--- src/rtl/gray_updown_counter.sv ---
// rtl/gray_updown_counter.sv - up/down counter with registered binary and Gray views
// Parallel load accepts binary or Gray input; Gray values are decoded before storage.
module gray_updown_counter #(
    parameter int          WIDTH     = 4,
    parameter bit          WRAP      = 1'b1,
    parameter int unsigned RESET_VAL = 0
) (
    input  logic             clk,
    input  logic             rst_n,
    input  logic             en,
    input  logic             up,
    input  logic             load,
    input  logic             load_gray,
    input  logic [WIDTH-1:0] load_val,
    output logic [WIDTH-1:0] bin_o,
    output logic [WIDTH-1:0] gray_o,
    output logic             tc_o
);

    localparam logic [WIDTH-1:0] RST_BIN = WIDTH'(RESET_VAL);
    localparam logic [WIDTH-1:0] MAX_VAL = {WIDTH{1'b1}};
    localparam logic [WIDTH-1:0] ONE     = {{(WIDTH-1){1'b0}}, 1'b1};

    logic [WIDTH-1:0] r_bin;
    logic [WIDTH-1:0] r_gray;
    logic             r_tc;

    logic [WIDTH-1:0] w_load_bin;
    logic [WIDTH-1:0] w_next;
    logic             w_tc;

    // Binary bit k of a Gray value is the XOR of all Gray bits from the MSB down to k.
    genvar k;
    generate
        for (k = 0; k < WIDTH; k++) begin : g_gray2bin
            assign w_load_bin[k] = ^load_val[WIDTH-1:k];
        end
    endgenerate

    always_comb begin
        w_next = r_bin;
        w_tc   = 1'b0;
        if (load) begin
            w_next = load_gray ? w_load_bin : load_val;
        end else if (en) begin
            if (up) begin
                if (r_bin == MAX_VAL) begin
                    w_tc   = 1'b1;
                    w_next = WRAP ? '0 : MAX_VAL;
                end else begin
                    w_next = r_bin + ONE;
                end
            end else begin
                if (r_bin == '0) begin
                    w_tc   = 1'b1;
                    w_next = WRAP ? MAX_VAL : '0;
                end else begin
                    w_next = r_bin - ONE;
                end
            end
        end
    end

    // Gray is derived from the next binary value so both views land on the same edge.
    always_ff @(posedge clk or negedge rst_n) begin
        if (!rst_n) begin
            r_bin  <= RST_BIN;
            r_gray <= RST_BIN ^ (RST_BIN >> 1);
            r_tc   <= 1'b0;
        end else begin
            r_bin  <= w_next;
            r_gray <= w_next ^ (w_next >> 1);
            r_tc   <= w_tc;
        end
    end

    assign bin_o  = r_bin;
    assign gray_o = r_gray;
    assign tc_o   = r_tc;

endmodule

--- config.mk ---
export PLATFORM = sky130hd
export DESIGN_NAME = gray_updown_counter
export DESIGN_NICKNAME = d
export VERILOG_FILES = /design/src/rtl/gray_updown_counter.sv
export SDC_FILE = /design/constraint.sdc
export NUM_CORES = 1
export LEC_CHECK = 0
export ABC_AREA = 1
export BUFFER_PORTS_ARGS = -buffer_cell sky130_fd_sc_hd__buf_2
export CAP_MARGIN = 25
export CORE_AREA = 4 4 41 43
export CTS_BUF_LIST = sky130_fd_sc_hd__clkbuf_16
export CTS_CLUSTER_DIAMETER = 50
export CTS_CLUSTER_SIZE = 24
export DETAILED_ROUTE_END_ITERATION = 10
export DIE_AREA = 0 0 45 47
export GPL_ROUTABILITY_DRIVEN = 0
export GPL_TIMING_DRIVEN = 0
export PLACE_DENSITY_LB_ADDON = 0.1
export SYNTH_ARGS = -nofsm -noshare
export SYNTH_HDL_FRONTEND = slang
export SYNTH_SLANG_ARGS = --single-unit
--- constraint.sdc ---
create_clock -name clk -period 2.9 [get_ports clk]
set_input_delay 0.435 -clock clk [delete_from_list [all_inputs] [get_ports clk]]
set_output_delay 0.435 -clock clk [all_outputs]
set_load 0.1 [all_outputs]
-- Word level (Yosys, flattened, before mapping)
Index checks and enable logic that the tools add are counted.
- flip-flop bits (word level): 9
- input bits: 10
- output and inout port bits: 9
- add/sub/neg operators: 2
- equality and inequality tests: 1
- multiplexer cells: 11
- bitwise logic cells: 1
- reductions and logical operators: 4
- operator list (kind ; count):
    4-bit 2-to-1 mux ; 5
    1-bit 2-to-1 mux ; 5
    4-bit by 1-bit adder with 4-bit output, second input constant ; 1
    4-bit == test, second input constant ; 1
    4-bit zero test ; 1
    4-bit XOR reduction ; 1
    4-bit by 1-bit subtractor with 4-bit output, second input constant ; 1
    4-bit by 3-bit bitwise XOR with 4-bit output ; 1
    3-bit 2-to-1 mux ; 1
    3-bit XOR reduction ; 1
    2-bit XOR reduction ; 1

-- Logic depth before layout (Yosys ltp)
Gate-level depths: netlist (run 1).
- depth in word-level cells: 6
- gate-level depth with buffers: 10
- gate-level depth less buffers: 10

-- Worst setup path after synthesis (run 1)
OpenSTA, ideal clock, no wires.
- path type: register to register
- start point: reg r_bin[0] (netlist: bin_o[0])
- end point: reg r_gray[1] (netlist: gray_o[1])
- setup time: 0.126 ns
- arrival time: 2.125 ns
- slack: 0.649 ns
- stages on the path, launching flop included: 9
- clock period less this slack: 2.251 ns
- cells stage by stage: dfrtp_1 inv_1 ha_1 or2_1 nand3_1 nand2_1 nand3_1 nand2_1 xor2_1
- cells in the longest elaborated chain, start to end: 6
- elaborated cells on any way between the ends: 10
- ends and longest elaborated chain (element ; RTL line ; RTL):
    from (decl) ; 24 ; logic [WIDTH-1:0] r_bin;
    from (signal assigned) ; 71 ; r_bin <= w_next;
    4-bit by 1-bit subtractor with 4-bit output, or another cell as far along ; 58 ; w_next = r_bin - ONE;
    4-bit 2-to-1 mux (on tied branches) ; 54, 47 ;
    4-bit 2-to-1 mux (*) ; 46 ; if (up) begin
    4-bit 2-to-1 mux (*) ; 45 ; end else if (en) begin
    4-bit 2-to-1 mux (*) ; 43 ; if (load) begin
    4-bit by 3-bit bitwise XOR with 4-bit output (*) ; 72 ; r_gray <= w_next ^ (w_next >> 1);
    to (signal assigned) ; 68 ; r_gray <= RST_BIN ^ (RST_BIN >> 1);
    to (signal assigned) ; 72 ;
    to (decl) ; 25 ; logic [WIDTH-1:0] r_gray;
Every way passes the cells marked *; elsewhere a longest branch is shown, timed or not.

==> flow_summary_export.csv, run 1 <==
group,metric,value,unit
floorplanning,start_util,0.458,
floorplanning,io_pins,19,
timing,hold_violations,0,
clock_network,cts_resized,0,
floorplanning,core_area,1300,um2
power_and_ir_drop,p_int,0.356,mW
yosys,synthTopCellsByCount,"nand2_1 (22), inv_1 (17), nand3_1 (15)",
timing,rsz0062_at_grt,"no",
yosys,yosys.area.top_type_share,0.336,
setup_path,rrSetupSlack,1.24,ns
timing,fin_worst_skew,0.00198,ns
yosys,syn_inst,88,
drt,ant_nets,0,
clock_network,cts_tree,"yes",
place,io_buffers,18,
setup_path,path_class,"reg2out",
yosys,syn-num-nets,100,
power_and_ir_drop,pwr-share-comb,0.405,
grt,grt_max_degree,9,
yosys,synthTopCellsByArea,"dfrtp_1 (34%), nand2_1 (14%), nand3_1 (13%)",
drt,wl_per_cell,10.1,um
yosys,yosysSeqAreaShare,0.336,
floorplanning,dieArea,2120,um2
clock_network,holdBufCountCts,0,
yosys,yosysMostFrequentCell,"nand2_1",
drt,wirelength,1250,um
grt,grt_overflow,0,
power_and_ir_drop,p_leak,0.446,nW
setup_path,r2r-end,"gray_o[1]",
floorplanning,die_w,45,um
power_and_ir_drop,swShare,0.430,
setup_path,path_cells,"buf_4 > buf_2",
drt,drtPass1Iterations,4,
timing,fin_ws,1.21,ns
setup_path,critical_path_arrival,1.26,ns
setup_path,rr_worst_depth,8,
setup_path,crit_path_top_delay_cell,"dfrtp_1",
final_layout,final_net_count,123,
power_and_ir_drop,seqPwrFrac,0.235,
final_layout,drive_above_1_share,0.266,
place,dp_hpwl,970,um
final_layout,fin_util,0.599,
timing,fmax,590,MHz
clock_network,insertion_delay,0.23,ns
grt,gr-usage-all-layers,0.140,
clock_network,post-cts-setup-buffers,0,
final_layout,area_growth,30.9,%
yosys,synthArstFlopShare,1.00,
yosys,synth_top_area_cell,"dfrtp_1",
drt,drc,0,
yosys,synth_edf_count,0,
floorplanning,num_rows,13,
timing,setup_violations,0,
drt,first_iter_violations,10,
yosys,synth-seq-cells,8,
grt,first_global_vias,525,
timing,slew_headroom,0.678,
setup_path,cp.required,2.47,ns
power_and_ir_drop,power_density,801,nW/um2
timing,finalCritPeriodShare,0.584,
drt,vias_per_cell,4.83,
setup_path,r2r_start,"bin_o[0]",
setup_path,crit_fanout,8,
yosys,ys_types,19,
power_and_ir_drop,power.net_switching,0.268,mW
yosys,postSynthAreaPerCell,6.77,um2
timing,setup_tns,0,ns
floorplanning,die_y,47,um
grt,antenna_found_initial,0,
place,dpl_worst_slack,1.24,ns
timing,slew_viol_final,0,
setup_path,worstSetupEndpointType,"output port",
drt,routed-via-count,599,
clock_network,cts-root-buf,"clkbuf_16",
status,status,"complete, no violations",
yosys,ys_warn_count,0,
power_and_ir_drop,irDropWorstVdd,0.000682,V
timing,worst_pin_slew,0.486,ns
final_layout,antenna_cells,0,
clock_network,cts_htree_levels,1,
grt,grt_pass1_wl,2150,um
clock_network,clockBufferDepth,2,
flow_run,drv_cap,0,
clock_network,clkTransAtPathRegs,0.04,ns
power_and_ir_drop,p_clk_frac,0.360,
setup_path,critPathLaunchType,"flip-flop",
setup_path,cpPeakStageDelay,0.47,ns
yosys,syn-cell-area,596,um2
yosys,synth_ff_type,"dfrtp_1",
clock_network,cts_num_sinks,8,
clock_network,cts_buffers,3,
timing,period_needed,1.69,ns
hold_path,hold_class,"in2async",
## metal layers
metal  global-route usage  wire length, um  part of all wire  up-vias
met2                0.243              620              0.50       14
met1                0.167              533              0.43      263
met4               0.0175                0                 0        0
met5                    0                0                 0        -
li1                     -                -                 -      322
met3               0.0575               96             0.077        0
## stage by stage
stage / power (mW) / cell area, um2 / hold WS (ns) / cells
final: 0.625 / 779 / 0.0379 / 124
after global routing: 0.660 / 779 / 0.0458 / 124
after CTS: 0.632 / 779 / 0.0412 / 124
after detailed placement: 0.402 / 704 / 0.281 / 121
after global placement: 0.400 / 704 / 0.281 / 121
after floorplan: 0.355 / 596 / 0.139 / 88
## placed cells by master, fill, tap and decap left out, drive strengths merged
cell	instances
dfrtp	8
nand3	16
buf	19
o21ai	1
xor2	1
nor3	1
a21oi	6
or2	1
clkbuf	3
inv	18
nand2	24
nand4	3
ha	2
a21boi	1
nor2	5
## worst max path at each step
| stage | depth (start not counted) | to | from |
|---|---|---|---|
| detailed placement | 8 | gray_o[1] | bin_o[0] |
| global placement | 8 | gray_o[1] | bin_o[0] |
| CTS | 2 | gray_o[3] | bin_o[3] |
| floorplan | 8 | gray_o[1] | bin_o[0] |
| finish | 2 | gray_o[3] | bin_o[3] |
| global route | 8 | gray_o[1] | bin_o[0] |
## power by group through the flow
stage | Clock (mW) | Sequential (mW) | Combinational (mW)
after floorplan | 0 | 0.272 | 0.0832
after global placement | 0 | 0.148 | 0.252
after detailed placement | 0 | 0.148 | 0.254
after CTS | 0.230 | 0.147 | 0.256
after global routing | 0.239 | 0.151 | 0.270
final | 0.225 | 0.147 | 0.253
## flip-flops by register name, summed over array words and instances (netlist names)
| name | count |
|---|---|
| bin_o | 4 |
| gray_o | 3 |
| tc_o | 1 |
## kinds of logic after synthesis
kind of cell	share of synthesized area
AO/OA/AOI/OAI	0.0840
XOR/XNOR	0.0147
adder cells (fa/ha/maj)	0.0420
buffers and inverters	0.126
flip-flops	0.336
AND/OR/NAND/NOR	0.397
## final cells by class
cell class / count / area (um2)
Buffer: 1 / 7.51
Clock buffer: 3 / 75.1
Fill cell: 131 / 522
Inverter: 18 / 67.6
Multi-Input combinational cell: 61 / 320
Sequential cell: 8 / 200
Tap cell: 15 / 18.8
Timing Repair Buffer: 18 / 90.1
## worst max-delay path: cells and delay by family (launching register included)
kind	cells	cell delay, ns
buffers and inverters	2	0.56
DFF	1	0.47
(Power assumes the default switching activity.)
==> inputs of run 2 (changes only) <==
--- a/config.mk
+++ b/config.mk
@@ -8,12 +8,12 @@
 export ABC_AREA = 1
 export BUFFER_PORTS_ARGS = -buffer_cell sky130_fd_sc_hd__buf_2
 export CAP_MARGIN = 25
-export CORE_AREA = 4 4 41 43
+export CORE_MARGIN = 4
+export CORE_UTILIZATION = 43
 export CTS_BUF_LIST = sky130_fd_sc_hd__clkbuf_16
 export CTS_CLUSTER_DIAMETER = 50
 export CTS_CLUSTER_SIZE = 24
 export DETAILED_ROUTE_END_ITERATION = 10
-export DIE_AREA = 0 0 45 47
 export GPL_ROUTABILITY_DRIVEN = 0
 export GPL_TIMING_DRIVEN = 0
 export PLACE_DENSITY_LB_ADDON = 0.1
==> constraint.sdc (replaced) <==
create_clock -name clk -period 1.5 [get_ports clk]
set_input_delay 0.225 -clock clk [delete_from_list [all_inputs] [get_ports clk]]
set_output_delay 0.225 -clock clk [all_outputs]
set_load 0.1 [all_outputs]
==> run 2 against run 1 <==
Against the previous run:
- combinational power up 110%
- via count is 0.33% lower
- clock-buffer cell count is the same
- worst hold slack better by 0.31 ns
- utilization grew 5.6 points
- sequential share of layout area is 1.0 points lower
- clock skew is 0.00051 ns higher
- clock power is 95% higher
- critical path depth is the same
- global-route usage fell by 0.33 points
- critical endpoint is now bin_o[0]
- non-clock buffer count increased by 4
- cell area increased by 9.3%
==> flow_summary_export.csv, run 2 (synthesis gave the netlist of run 1 again) <==
group,metric,value,unit
status,status,"complete, no violations",
grt,antenna_found_initial,0,
clock_network,cts_htree_levels,1,
timing,setup_violations,0,
grt,gr-usage-all-layers,0.137,
power_and_ir_drop,power_density,1480,nW/um2
final_layout,multi_input_area,348,um2
setup_path,crit_fanout,4,
floorplanning,core_area,1300,um2
setup_path,cp.required,1.27,ns
setup_path,path_cells,"buf_4 > buf_2",
timing,fin_worst_skew,0.00249,ns
clock_network,cts_tree,"yes",
floorplanning,dieArea,2040,um2
final_layout,fin_util,0.655,
drt,first_iter_violations,11,
hold_path,hold_class,"in2reg",
final_layout,drive_above_1_share,0.381,
clock_network,clkTransAtPathRegs,0.04,ns
flow_run,drv_cap,0,
timing,slew_viol_final,0,
clock_network,cts-root-buf,"clkbuf_16",
timing,whs,0.353,ns
floorplanning,start_util,0.458,
final_layout,fill_cells,124,
timing,hold_violations,0,
final_layout,area_growth,43.1,%
drt,wl_per_cell,10.4,um
timing,rsz0062_at_grt,"yes",
timing,slew_headroom,0.677,
final_layout,stdcell_count,128,
setup_path,worstSetupEndpointType,"output port",
place,dp_hpwl,1010,um
setup_path,critical_path_arrival,1.22,ns
floorplanning,io_pins,19,
clock_network,cts_buffers,3,
final_layout,antenna_cells,0,
drt,routed-via-count,597,
setup_path,cpPeakStageDelay,0.45,ns
drt,ant_nets,0,
place,placed_cells,121,
power_and_ir_drop,p_leak,0.463,nW
final_layout,final_cell_mix,"nand2_1 (21), buf_2 (18), inv_1 (15), nand3_1 (13)",
timing,setup_tns,0,ns
timing,period_needed,1.45,ns
clock_network,cts_num_sinks,8,
clock_network,insertion_delay,0.23,ns
final_layout,final_net_count,127,
setup_path,path_class,"reg2out",
grt,grt_pass1_wl,2010,um
timing,finalCritPeriodShare,0.964,
grt,first_global_vias,499,
timing,fmax,692,MHz
clock_network,clockBufferDepth,2,
setup_path,crit_path_top_delay_cell,"dfrtp_4",
place,place_area,732,um2
setup_path,critPathLaunchType,"flip-flop",
grt,grt_overflow,0,
floorplanning,die_w,45.2,um
place,io_buffers,18,
floorplanning,num_rows,13,
grt,grt_max_degree,9,
timing,worst_pin_slew,0.487,ns
final_layout,final_area,852,um2
final_layout,largest_reg_flops,4,
power_and_ir_drop,irDropWorstVdd,0.00112,V
floorplanning,die_y,45.2,um
final_layout,regArea,210,um2
drt,drtPass1Iterations,4,
drt,vias_per_cell,4.66,
drt,wirelength,1330,um
drt,drc,0,
final_layout,layout_commonest_cell,"nand2_1",
==> run 2: path summary, 6_finish.rpt <==
kind                            cells past startpoint         to   startpoint  slack, ns
worst min-delay path                                5   bin_o[3]  load_val[3]       0.35
min in group asynchronous                           2  gray_o[2]        rst_n       0.37
worst min register to register                      4   bin_o[3]     bin_o[3]       0.74
worst max register to register                      8  gray_o[1]     bin_o[0]       0.06
worst max-delay path                                2   bin_o[0]     bin_o[0]       0.05
max in group asynchronous                           2   bin_o[1]        rst_n       0.95
==> run 2: per-layer routing <==
layer / share of wire / track usage / up-vias
li1: - / - / 328
met1: 0.43 / 0.178 / 256
met2: 0.52 / 0.223 / 13
met3: 0.053 / 0.0359 / 0
met4: 0 / 0.0351 / 0
met5: 0 / 0 / -
==> run 2: critical path, delay by kind of cell (launching register included) <==
family,cells,cell delay (ns)
flops,1,0.45
buf+inv,2,0.54
==> run 2: repair_timing <==
item | CTS | global route
hold buffers | 1 | 0
gates resized for setup | 0 | 3
endpoints found under the setup margin | 0 | 3
hold endpoints to repair | 8 | 0
setup buffers | 0 | 3
==> run 2: where the power goes <==
part | internal (mW) | leakage (nW) | switching [mW]
logic | 0.122 | 0.334 | 0.410
registers | 0.256 | 0.0920 | 0.0326
clock network | 0.343 | 0.0370 | 0.0959
==> run 2: stage by stage <==
step | power (mW) | worst slack [ns]
floorplan | 0.708 | -0.122
global placement | 0.795 | 0.0484
detailed placement | 0.801 | 0.0431
CTS | 1.24 | 0.0369
global route | 1.32 | -0.0393
finish | 1.26 | 0.0546
==> run 2: final cells by class <==
type                       instances  area share
clock buffer                       3      0.0881
multi-input combinational         61       0.408
tap                               15      0.0220
buffer                             1     0.00881
inverter                          18      0.0822
sequential                         8       0.247
timing repair buffer              22       0.144
==> inputs of run 3 (changes only) <==
--- a/config.mk
+++ b/config.mk
@@ -9,7 +9,7 @@
 export BUFFER_PORTS_ARGS = -buffer_cell sky130_fd_sc_hd__buf_2
 export CAP_MARGIN = 25
 export CORE_MARGIN = 4
-export CORE_UTILIZATION = 43
+export CORE_UTILIZATION = 30
 export CTS_BUF_LIST = sky130_fd_sc_hd__clkbuf_16
 export CTS_CLUSTER_DIAMETER = 50
 export CTS_CLUSTER_SIZE = 24
@@ -17,6 +17,7 @@
 export GPL_ROUTABILITY_DRIVEN = 0
 export GPL_TIMING_DRIVEN = 0
 export PLACE_DENSITY_LB_ADDON = 0.1
+export RECOVER_POWER = 50
 export SYNTH_ARGS = -nofsm -noshare
 export SYNTH_HDL_FRONTEND = slang
 export SYNTH_SLANG_ARGS = --single-unit
==> run 3 against run 2 <==
Against the previous run:
- first-iteration DRC count fell by 45%
- worst hold slack got worse by 0.0054 ns
- utilization fell by 16 points
- sequential power barely moved
- cell count rose by 8.6%
- worst setup slack got worse by 0.014 ns
- combinational power rose by 2%
- critical endpoint is now gray_o[2]
- highest routed layer unchanged
==> flow_summary_export.csv, run 3 (synthesis gave the netlist of run 1 again) <==
group,metric,value,unit
floorplanning,dieArea,2760,um2
timing,slew_viol_final,0,
timing,period_needed,1.46,ns
clock_network,cts_num_sinks,8,
setup_path,cp.required,1.61,ns
timing,finalCritPeriodShare,0.973,
grt,grt_overflow,0,
setup_path,crit_fanout,6,
hold_path,min-delay-start,"load",
final_layout,final_area,890,um2
setup_path,worstSetupEndpointType,"flip-flop",
power_and_ir_drop,power_density,1450,nW/um2
power_and_ir_drop,power.net_switching,0.556,mW
drt,wl_met3,68,um
timing,fin_worst_skew,0.00667,ns
hold_path,hold_path_depth,3,
floorplanning,core_area,1800,um2
final_layout,drive_above_1_share,0.386,
grt,grt_max_degree,9,
drt,drc,0,
power_and_ir_drop,seqPwrFrac,0.227,
drt,vias_per_cell,4.59,
setup_path,cpPeakStageDelay,0.45,ns
place,place_area,744,um2
final_layout,final_net_count,127,
timing,fmax,685,MHz
grt,gr-usage-all-layers,0.107,
drt,routed-via-count,638,
floorplanning,io_pins,19,
final_layout,multi_input_area,370,um2
setup_path,crit_path_top_delay_cell,"dfrtp_4",
flow_run,drv_cap,0,
final_layout,layout_commonest_cell,"nand2_1",
setup_path,path_cells,"inv_4 > ha_4 > or2_1 > nand3_1 > nand2_1 > nand3_2 > nand2_4 > nand3_1 > nand2_1",
setup_path,r2r-end,"gray_o[2]",
final_layout,area_growth,49.4,%
floorplanning,start_util,0.331,
place,io_buffers,18,
setup_path,r2r_start,"bin_o[0]",
grt,antenna_found_initial,0,
drt,drtPass1Iterations,4,
place,dp_hpwl,1080,um
setup_path,rrSetupSlack,0.04,ns
timing,rsz0062_at_grt,"yes",
setup_path,rr_worst_depth,9,
drt,wl_per_cell,10.1,um
grt,grt_pass1_wl,2210,um
hold_path,hold_end,"bin_o[0]",
power_and_ir_drop,p_int,0.731,mW
drt,first_iter_violations,6,
power_and_ir_drop,p_clk_frac,0.349,
drt,top_layer,"met3",
clock_network,clkTransAtPathRegs,0.04,ns
final_layout,largest_reg_flops,4,
final_layout,regArea,210,um2
setup_path,path_class,"reg2reg",
clock_network,cts_tree,"yes",
hold_path,hold_class,"in2reg",
power_and_ir_drop,irDropWorstVdd,0.00130,V
timing,setup_violations,0,
clock_network,clockBufferDepth,2,
clock_network,cts_htree_levels,1,
timing,hold_violations,0,
drt,met1_length,649,um
drt,ant_nets,0,
floorplanning,die_w,52.6,um
power_and_ir_drop,pwr-share-comb,0.424,
drt,wl_met2,687,um
final_layout,fill_cells,207,
drt,wirelength,1410,um
power_and_ir_drop,p_leak,0.470,nW
power_and_ir_drop,swShare,0.432,
timing,whs,0.347,ns
final_layout,antenna_cells,0,
grt,first_global_vias,519,
clock_network,insertion_delay,0.23,ns
status,status,"complete, no violations",
setup_path,critical_path_arrival,1.57,ns
clock_network,cts-root-buf,"clkbuf_16",
timing,worst_pin_slew,0.542,ns
setup_path,critPathLaunchType,"flip-flop",
floorplanning,num_rows,15,
floorplanning,die_y,52.6,um
final_layout,final_cell_mix,"nand2_1 (21), inv_1 (16), buf_2 (14), nand3_1 (12)",
clock_network,cts_buffers,3,
timing,slew_headroom,0.641,
==> run 3: power groups by stage <==
stage | logic, mW | clock network, mW | registers (mW)
floorplan | 0.171 | 0 | 0.537
global placement | 0.505 | 0 | 0.296
detailed placement | 0.506 | 0 | 0.297
CTS | 0.511 | 0.454 | 0.294
global route | 0.579 | 0.474 | 0.297
finish | 0.545 | 0.449 | 0.292
==> run 3: worst max path at each step <==
stage | from | endpoint
floorplan | bin_o[1] | gray_o[1]
global placement | bin_o[0] | gray_o[1]
detailed placement | bin_o[0] | gray_o[1]
CTS | bin_o[0] | gray_o[1]
global route | bin_o[0] | gray_o[2]
finish | bin_o[0] | gray_o[2]
==> run 3: timing repair <==
| action | 4_1_cts | 5_1_grt |
|---|---|---|
| endpoints found under the hold margin | 8 | 0 |
| endpoints found under the setup margin | 0 | 3 |
| buffers inserted | 0 | 3 |
| resized for setup | 0 | 7 |
| hold buffers | 1 | 0 |
==> run 3: layout make-up <==
class | count | share of cell area
clock inverters | 1 | 0.00422
plain buffers | 1 | 0.00844
flip-flops and latches | 8 | 0.236
repair buffers | 22 | 0.136
clock buffers | 3 | 0.0844
inverters | 18 | 0.0788
well taps | 25 | 0.0352
multi-input cells | 61 | 0.416
==> run 3: metal layers <==
| layer | GRT usage | vias up |
|---|---|---|
| met5 | 0 | - |
| met4 | 0.0383 | 0 |
| met3 | 0.0342 | 0 |
| met2 | 0.169 | 15 |
| met1 | 0.136 | 293 |
| li1 | - | 330 |
==> run 3: stage by stage <==
stage               std cells  setup TNS [ns]  setup WS, ns  utilization  total power [mW]
CTS                       136               0       0.00996        0.463              1.26
finish                    139               0        0.0404        0.494              1.29
global route              139         -0.0598       -0.0324        0.494              1.35
global placement          131               0        0.0344        0.413             0.801
detailed placement        131               0        0.0330        0.413             0.803
floorplan                  88          -0.283        -0.122            -             0.708
==> run 3: critical path: cells and delay by family (launching register included) <==
family,cells,cell delay [ns]
adder cells (fa/ha/maj),1,0.16
buffers and inverters,1,0.06
flip-flops,1,0.45
AND/OR/NAND/NOR,7,0.66
